==> src/rtl/uart_tx_cfg.sv <==
// Configurable UART transmitter: start bit, DATA_BITS LSB-first, optional parity, STOP_BITS stop bits.
// Parity generation is built only when the UART_TX_CFG_PARITY_EN macro is defined.
module uart_tx_cfg #(
  parameter int CLK_FREQ  = 50000000,
  parameter int BAUD_RATE = 9600,
  parameter int DATA_BITS = 8,
  parameter int PARITY    = 0,
  parameter int STOP_BITS = 1
) (
  input  logic                 clk,
  input  logic                 reset_n,
  input  logic                 tx_valid,
  input  logic [DATA_BITS-1:0] tx_data,
  output logic                 tx_ready,
  output logic                 tx,
  output logic                 tx_busy,
  output logic                 tx_done
);

  localparam int BAUD_DIV = CLK_FREQ / BAUD_RATE;
  localparam int CW       = (BAUD_DIV > 1) ? $clog2(BAUD_DIV) : 1;
  localparam int IW       = $clog2(DATA_BITS);
`ifdef UART_TX_CFG_PARITY_EN
  localparam bit PAR_ACT  = (PARITY != 0);
`endif

  if (DATA_BITS < 5 || DATA_BITS > 9) begin : g_bad_data_bits
    $error("uart_tx_cfg: DATA_BITS must be 5..9");
  end
  if (STOP_BITS < 1 || STOP_BITS > 2) begin : g_bad_stop_bits
    $error("uart_tx_cfg: STOP_BITS must be 1 or 2");
  end
  if (PARITY < 0 || PARITY > 2) begin : g_bad_parity
    $error("uart_tx_cfg: PARITY must be 0, 1 or 2");
  end
  if (BAUD_DIV < 2) begin : g_bad_baud_div
    $error("uart_tx_cfg: CLK_FREQ/BAUD_RATE must be >= 2");
  end

  typedef enum logic [2:0] {
    ST_IDLE,
    ST_START,
    ST_DATA,
    ST_PARITY,
    ST_STOP
  } state_t;

  state_t               state, state_n;
  logic [CW-1:0]        baud_cnt, baud_cnt_n;
  logic [IW-1:0]        bit_idx, bit_idx_n;
  logic                 stop_cnt, stop_cnt_n;
  logic [DATA_BITS-1:0] shreg, shreg_n;
  logic                 tx_n, tx_busy_n, tx_done_n;
  logic                 bit_end;
`ifdef UART_TX_CFG_PARITY_EN
  logic                 par_bit, par_bit_n;
`endif

  assign tx_ready = (state == ST_IDLE) && reset_n;
  assign bit_end  = (baud_cnt == CW'(BAUD_DIV - 1));

  always_ff @(posedge clk) begin
    if (!reset_n) begin
      state    <= ST_IDLE;
      baud_cnt <= '0;
      bit_idx  <= '0;
      stop_cnt <= 1'b0;
      shreg    <= '0;
      tx       <= 1'b1;
      tx_busy  <= 1'b0;
      tx_done  <= 1'b0;
`ifdef UART_TX_CFG_PARITY_EN
      par_bit  <= 1'b0;
`endif
    end else begin
      state    <= state_n;
      baud_cnt <= baud_cnt_n;
      bit_idx  <= bit_idx_n;
      stop_cnt <= stop_cnt_n;
      shreg    <= shreg_n;
      tx       <= tx_n;
      tx_busy  <= tx_busy_n;
      tx_done  <= tx_done_n;
`ifdef UART_TX_CFG_PARITY_EN
      par_bit  <= par_bit_n;
`endif
    end
  end

  // Line value is computed one cycle ahead so tx leaves a flop on each bit edge.
  always_comb begin
    state_n    = state;
    baud_cnt_n = baud_cnt;
    bit_idx_n  = bit_idx;
    stop_cnt_n = stop_cnt;
    shreg_n    = shreg;
    tx_n       = tx;
    tx_busy_n  = tx_busy;
    tx_done_n  = 1'b0;
`ifdef UART_TX_CFG_PARITY_EN
    par_bit_n  = par_bit;
`endif
    if (state != ST_IDLE) begin
      baud_cnt_n = bit_end ? '0 : baud_cnt + 1'b1;
    end
    case (state)
      ST_IDLE: begin
        if (tx_valid) begin
          state_n    = ST_START;
          shreg_n    = tx_data;
          tx_n       = 1'b0;
          tx_busy_n  = 1'b1;
          baud_cnt_n = '0;
          bit_idx_n  = '0;
          stop_cnt_n = 1'b0;
`ifdef UART_TX_CFG_PARITY_EN
          par_bit_n  = (^tx_data) ^ (PARITY == 2);
`endif
        end
      end
      ST_START: begin
        if (bit_end) begin
          state_n = ST_DATA;
          tx_n    = shreg[0];
        end
      end
      ST_DATA: begin
        if (bit_end) begin
          if (bit_idx == IW'(DATA_BITS - 1)) begin
`ifdef UART_TX_CFG_PARITY_EN
            if (PAR_ACT) begin
              state_n = ST_PARITY;
              tx_n    = par_bit;
            end else
`endif
            begin
              state_n = ST_STOP;
              tx_n    = 1'b1;
            end
          end else begin
            bit_idx_n = bit_idx + 1'b1;
            shreg_n   = shreg >> 1;
            tx_n      = shreg[1];
          end
        end
      end
      ST_PARITY: begin
        if (bit_end) begin
          state_n = ST_STOP;
          tx_n    = 1'b1;
        end
      end
      ST_STOP: begin
        if (bit_end) begin
          if (stop_cnt == 1'(STOP_BITS - 1)) begin
            state_n   = ST_IDLE;
            tx_busy_n = 1'b0;
            tx_done_n = 1'b1;
          end else begin
            stop_cnt_n = 1'b1;
          end
        end
      end
      default: begin
        state_n = ST_IDLE;
        tx_n    = 1'b1;
      end
    endcase
  end

endmodule

==> config.mk <==
export PLATFORM = sky130hd
export DESIGN_NAME = uart_tx_cfg
export DESIGN_NICKNAME = d
export VERILOG_FILES = /design/src/rtl/uart_tx_cfg.sv
export SDC_FILE = /design/constraint.sdc
export NUM_CORES = 1
export LEC_CHECK = 0
export CORE_MARGIN = 2
export CORE_UTILIZATION = 56
export DETAILED_ROUTE_END_ITERATION = 8
export HOLD_SLACK_MARGIN = 0.12
export PLACE_DENSITY_LB_ADDON = 0.2
export SYNTH_ARGS = -nofsm -noshare
export SYNTH_HDL_FRONTEND = slang
export SYNTH_SLANG_ARGS = --single-unit
==> constraint.sdc <==
create_clock -name clk -period 2 [get_ports clk]
set_input_delay 0.2 -clock clk [delete_from_list [all_inputs] [get_ports clk]]
set_output_delay 0.2 -clock clk [all_outputs]
set_load 0.005 [all_outputs]
==> impl.org <==
** STA
- Across the routed clock network, the largest skew measured is 0.00758 ns.
- Setup violations remaining at the end of the flow were counted as 0.
- Setup repair after global routing left no endpoint under its margin.
- The total count of hold-check failures in the final report is 0.
- For the pin with the worst max-slew slack, the measured transition is 0.402 ns.
- Total Negative Setup Slacks :: 0 ns
- Worst-case headroom to the max-slew limit :: 73.1%
- The number of max-slew violations in the final report is 0.
- Timing would allow up to 0.516 GHz.
- The clock period could shrink to 1.94 ns.
- The worst path uses 97.0% of the clock period.

** Synth
- The cell area that synthesis handed to floorplanning was 1660 um2.
- The Yosys step of the flow raised 0 warnings.
- In the post-synthesis netlist, the biggest area contributors are sky130_fd_sc_hd__dfxtp_1 (36%), sky130_fd_sc_hd__nand3_1 (5.7%), sky130_fd_sc_hd__a21oi_1 (4.5%), sky130_fd_sc_hd__a32oi_1 (3.7%), sky130_fd_sc_hd__nand2_1 (3.4%).
- Synthesis inferred 30 register bits.
- Cell type with the highest aggregate area in the netlist :: sky130_fd_sc_hd__dfxtp_1
- Proportion of register bits with asynchronous set or reset after synthesis :: 0%
- Parity-gate share of the synthesized area counting xor and xnor cells :: 0%
- Top-area cell type share of the netlist area :: 36.3%
- Summing the areas of all and, or, nand and nor instances in the mapped netlist gives 30.8% of the synthesized area.
- Synthesis produced a netlist with a net count of 209.
- Average cell area after synthesis :: 8.50 um2
- Counting every instance in the synthesized netlist gives 195.
- Post-synth EDFFs :: 0
- In the synthesized netlist the dominant register cell turns out to be sky130_fd_sc_hd__dfxtp_1.
- After Yosys synthesis, full adders, half adders and majority gates account for 2.27% of the synthesized area.
- The portion of synthesized area spent on multiplexers is 1.21%.
- In this run, distinct cell masters in the synthesized netlist total 45.
- Sequential element share of the synthesized area :: 36.3%
- Main combinational cell family by area after synthesis :: simple AND/OR/NAND/NOR gates
- Complex-gate fraction of the synthesized area :: 24.4%

** Global routing
- The number of global-route vias before repair came to 1,479.
- The first global-routing pass estimated 6.44 mm of wire.
- Entering global routing, the biggest net connects 22 pins.
- The number of antenna violations at the first check in global routing is 0.
- For this run the aggregate overflow at the end of global routing stands at 0.
- For this run, the total global-route usage over all layers was measured as 24.2%.

** Critical path
- Worst R2R Start :: baud_cnt[0]
- Critical path class :: register to output port
- For the worst flop-to-flop path, the logic depth is 5.
- STA classifies the critical path endpoint as an output port.
- Nature of the critical path startpoint :: register
- Max incr delay on CP :: 0.53 ns
- The signal on the critical path passes through or2_2 > nor3_2 > clkdlybuf4s50_1.
- Worst R2R Setup Slack :: 0.14 ns
- Buffers and inverters on the worst path :: 1
- Crit-path max FO :: 9
- Reg-to-reg critical path endpoint :: state[2]
- STA puts the critical path data arrival time at 1.74 ns.
- Top Family by Delay on Critical Path :: buffers and inverters
- STA puts the critical path data required time at 1.80 ns.
- The slowest stage of the critical path is the sky130_fd_sc_hd__clkdlybuf4s50_1 cell.

** Layout
- 0 antenna diodes ended up in the layout.
- The library cell used most frequently in the layout, excluding fill and tap cells, is sky130_fd_sc_hd__dfxtp_1.
- Leading cell types in the layout, fill and taps excluded :: sky130_fd_sc_hd__dfxtp_1 (28), sky130_fd_sc_hd__nand3_1 (19), sky130_fd_sc_hd__nand2_1 (15), sky130_fd_sc_hd__a21oi_1 (15), sky130_fd_sc_hd__clkdlybuf4s50_1 (14)
- From synthesis to final layout, the design area changed by 14.6%.
- The net count of the finished layout is 224.
- After the flow finishes, the layout carries non-filler instances totaling 242.
- For this run, the share of the core covered by cells in the final layout is 68.2%.
- In the final layout, the share of cells above drive strength 1 is 12.3%.

** Floorplanning
- Rows :: 19
- Ports :: 15
- Die ar. :: 3410 um2
- From left edge to right edge, the die measures 58.4 um.
- Once the floorplan was initialized, standard cells occupied 59.6% of the core.
- The floorplan step set the die height to 58.4 um.
- Core Footprint :: 2780 um2

** Worst hold path
- The worst hold path begins at baud_cnt[12].
- The worst hold path terminates at baud_cnt[12].
- In this run the worst hold path is classified as register to register.
- Worst hold path stage count :: 2

** Clocking
- The number of clock buffers added by TritonCTS is 5.
- Clock tree from TritonCTS :: done
- In this run the clock root is driven by a sky130_fd_sc_hd__clkbuf_4.
- Maximum count of clock buffers along a single path :: 2
- The H-tree was split into 2 levels.
- Later-pin clock latency in the skew report :: 0.33 ns
- The number of hold buffers added after CTS was 0.
- Number of sinks handled by clock tree synthesis :: 30
- Post-CTS Setup Repair Bufs :: 0
- Clock-pin slew on the worst setup and hold paths :: 0.09 ns

** Flow run
- Across the run, the number of max-cap violations was 0.

** Place
- Detailed placement finished with a half-perimeter wire length of 2.66 mm.
- Placed Cells incl. Taps :: 234
- During placement, the flow inserted port buffers numbering 14.
- The congestion estimate from routability-driven global placement came to 0.815.

** Detailed routing
- For this run, design rule violations remaining after detail routing come to 0.
- Number of antenna-violating nets in the routed design :: 0
- Number of iterations in the first detailed-routing pass :: 5
- In the routed layout, each cell is associated on average with a via count of 6.57.
- The detailed router finished its first iteration with 143 violations.
- Mean routed wirelength per cell :: 15.4 um
- Summed over all layers, the routed wires come to 3.73 mm.
- The routed layout has 1,590 vias.

** Power
- VDD sags by at most 0.000500 V.
- For this design the ratio of total power to cell area is 614 nW/um2.
- Summed over all cells, the static leakage comes to 0.644 nW.

** Status
- The flow ran to the end, and the final reports show no timing, DRC or antenna violations.
## per-stage QoR
| step | setup slack, ns | power (mW) | hold WS [ns] | cell area, um2 |
|---|---|---|---|---|
| 6_report | 0.0603 | 1.17 | 0.486 | 1900 |
| 5_1_grt | 0.00666 | 1.23 | 0.505 | 1900 |
| 2_1_floorplan | 0.277 | 0.740 | 0.393 | 1660 |
| 4_1_cts | 0.00136 | 1.18 | 0.486 | 1900 |
| 3_5_place_dp | 0.177 | 0.805 | 0.472 | 1830 |
| 3_3_place_gp | 0.250 | 0.798 | 0.461 | 1830 |
## worst reg2reg max path, delay by kind of cell, from the launching register on
kind / cells / cell delay (ns)
AND/OR/NAND/NOR: 3 / 1.02
adder cells (fa/ha/maj): 1 / 0.23
flip-flops: 1 / 0.39
AO/OA/AOI/OAI: 1 / 0.14
## metal layers
layer | routed length [um] | track usage, % | up-vias
met5 | 0 | 0 | -
met3 | 191 | 7.03 | 8
met2 | 1890 | 40.8 | 48
met1 | 1600 | 28.9 | 746
li1 | - | - | 788
met4 | 54 | 9.63 | 0
## cells in the mapped netlist (all sizes together) (4+ instances only)
cell type,number
a21oi,15
a31oi,8
a32oi,7
and2,4
buf,8
clkbuf,8
dfxtp,30
nand2,15
nand2b,5
nand3,20
nand3b,5
nand4,7
nor2,7
o211ai,4
o21ai,10
o221ai,6
## kinds of logic (layout without fill, tap and decap cells)
group | Yosys count | after routing
multiplexers | 2 | 2
AND/OR/NAND/NOR | 84 | 84
AO/OA/AOI/OAI | 59 | 59
adder cells (fa/ha/maj) | 3 | 3
buffers and inverters | 17 | 33
flip-flops | 30 | 30
## repair_timing
action	4_1_cts	5_1_grt
resized for setup	1	2
setup endpoints to repair	1	1
cloned	0	0
hold endpoints to repair	0	0
pin swaps	0	0
## worst max-delay path by stage
| stage | from | endpoint | slack [ns] | cells after the start |
|---|---|---|---|---|
| 6_report | state[0] | tx_ready | 0.06 | 3 |
| 5_1_grt | state[0] | tx_ready | 0.007 | 3 |
| 4_1_cts | state[0] | tx_ready | 0.001 | 3 |
| 3_5_place_dp | baud_cnt[0] | state[2] | 0.18 | 5 |
| 3_3_place_gp | baud_cnt[0] | state[2] | 0.25 | 5 |
| 2_1_floorplan | baud_cnt[0] | baud_cnt[10] | 0.28 | 7 |
## state kept, by name (all words and copies together) (netlist names)
register,cells
baud_cnt,13
tx_busy,1
bit_idx,3
state,3
shreg,8
tx,1
tx_done,1
## where the power goes
group,switching [mW],internal (mW)
Clock,0.202,0.170
Combinational,0.0768,0.0780
Sequential,0.0202,0.619
Total,0.299,0.867
## final cells by class
cell class / instances / area (um2)
sequential: 30 / 603
clock buffer: 7 / 55.1
timing repair buffer: 24 / 215
inverter: 1 / 3.75
tap: 31 / 38.8
clock inverter: 1 / 5.00
multi-input combinational: 148 / 977
fill: 246 / 883
Power figures use the tool's default switching activity.
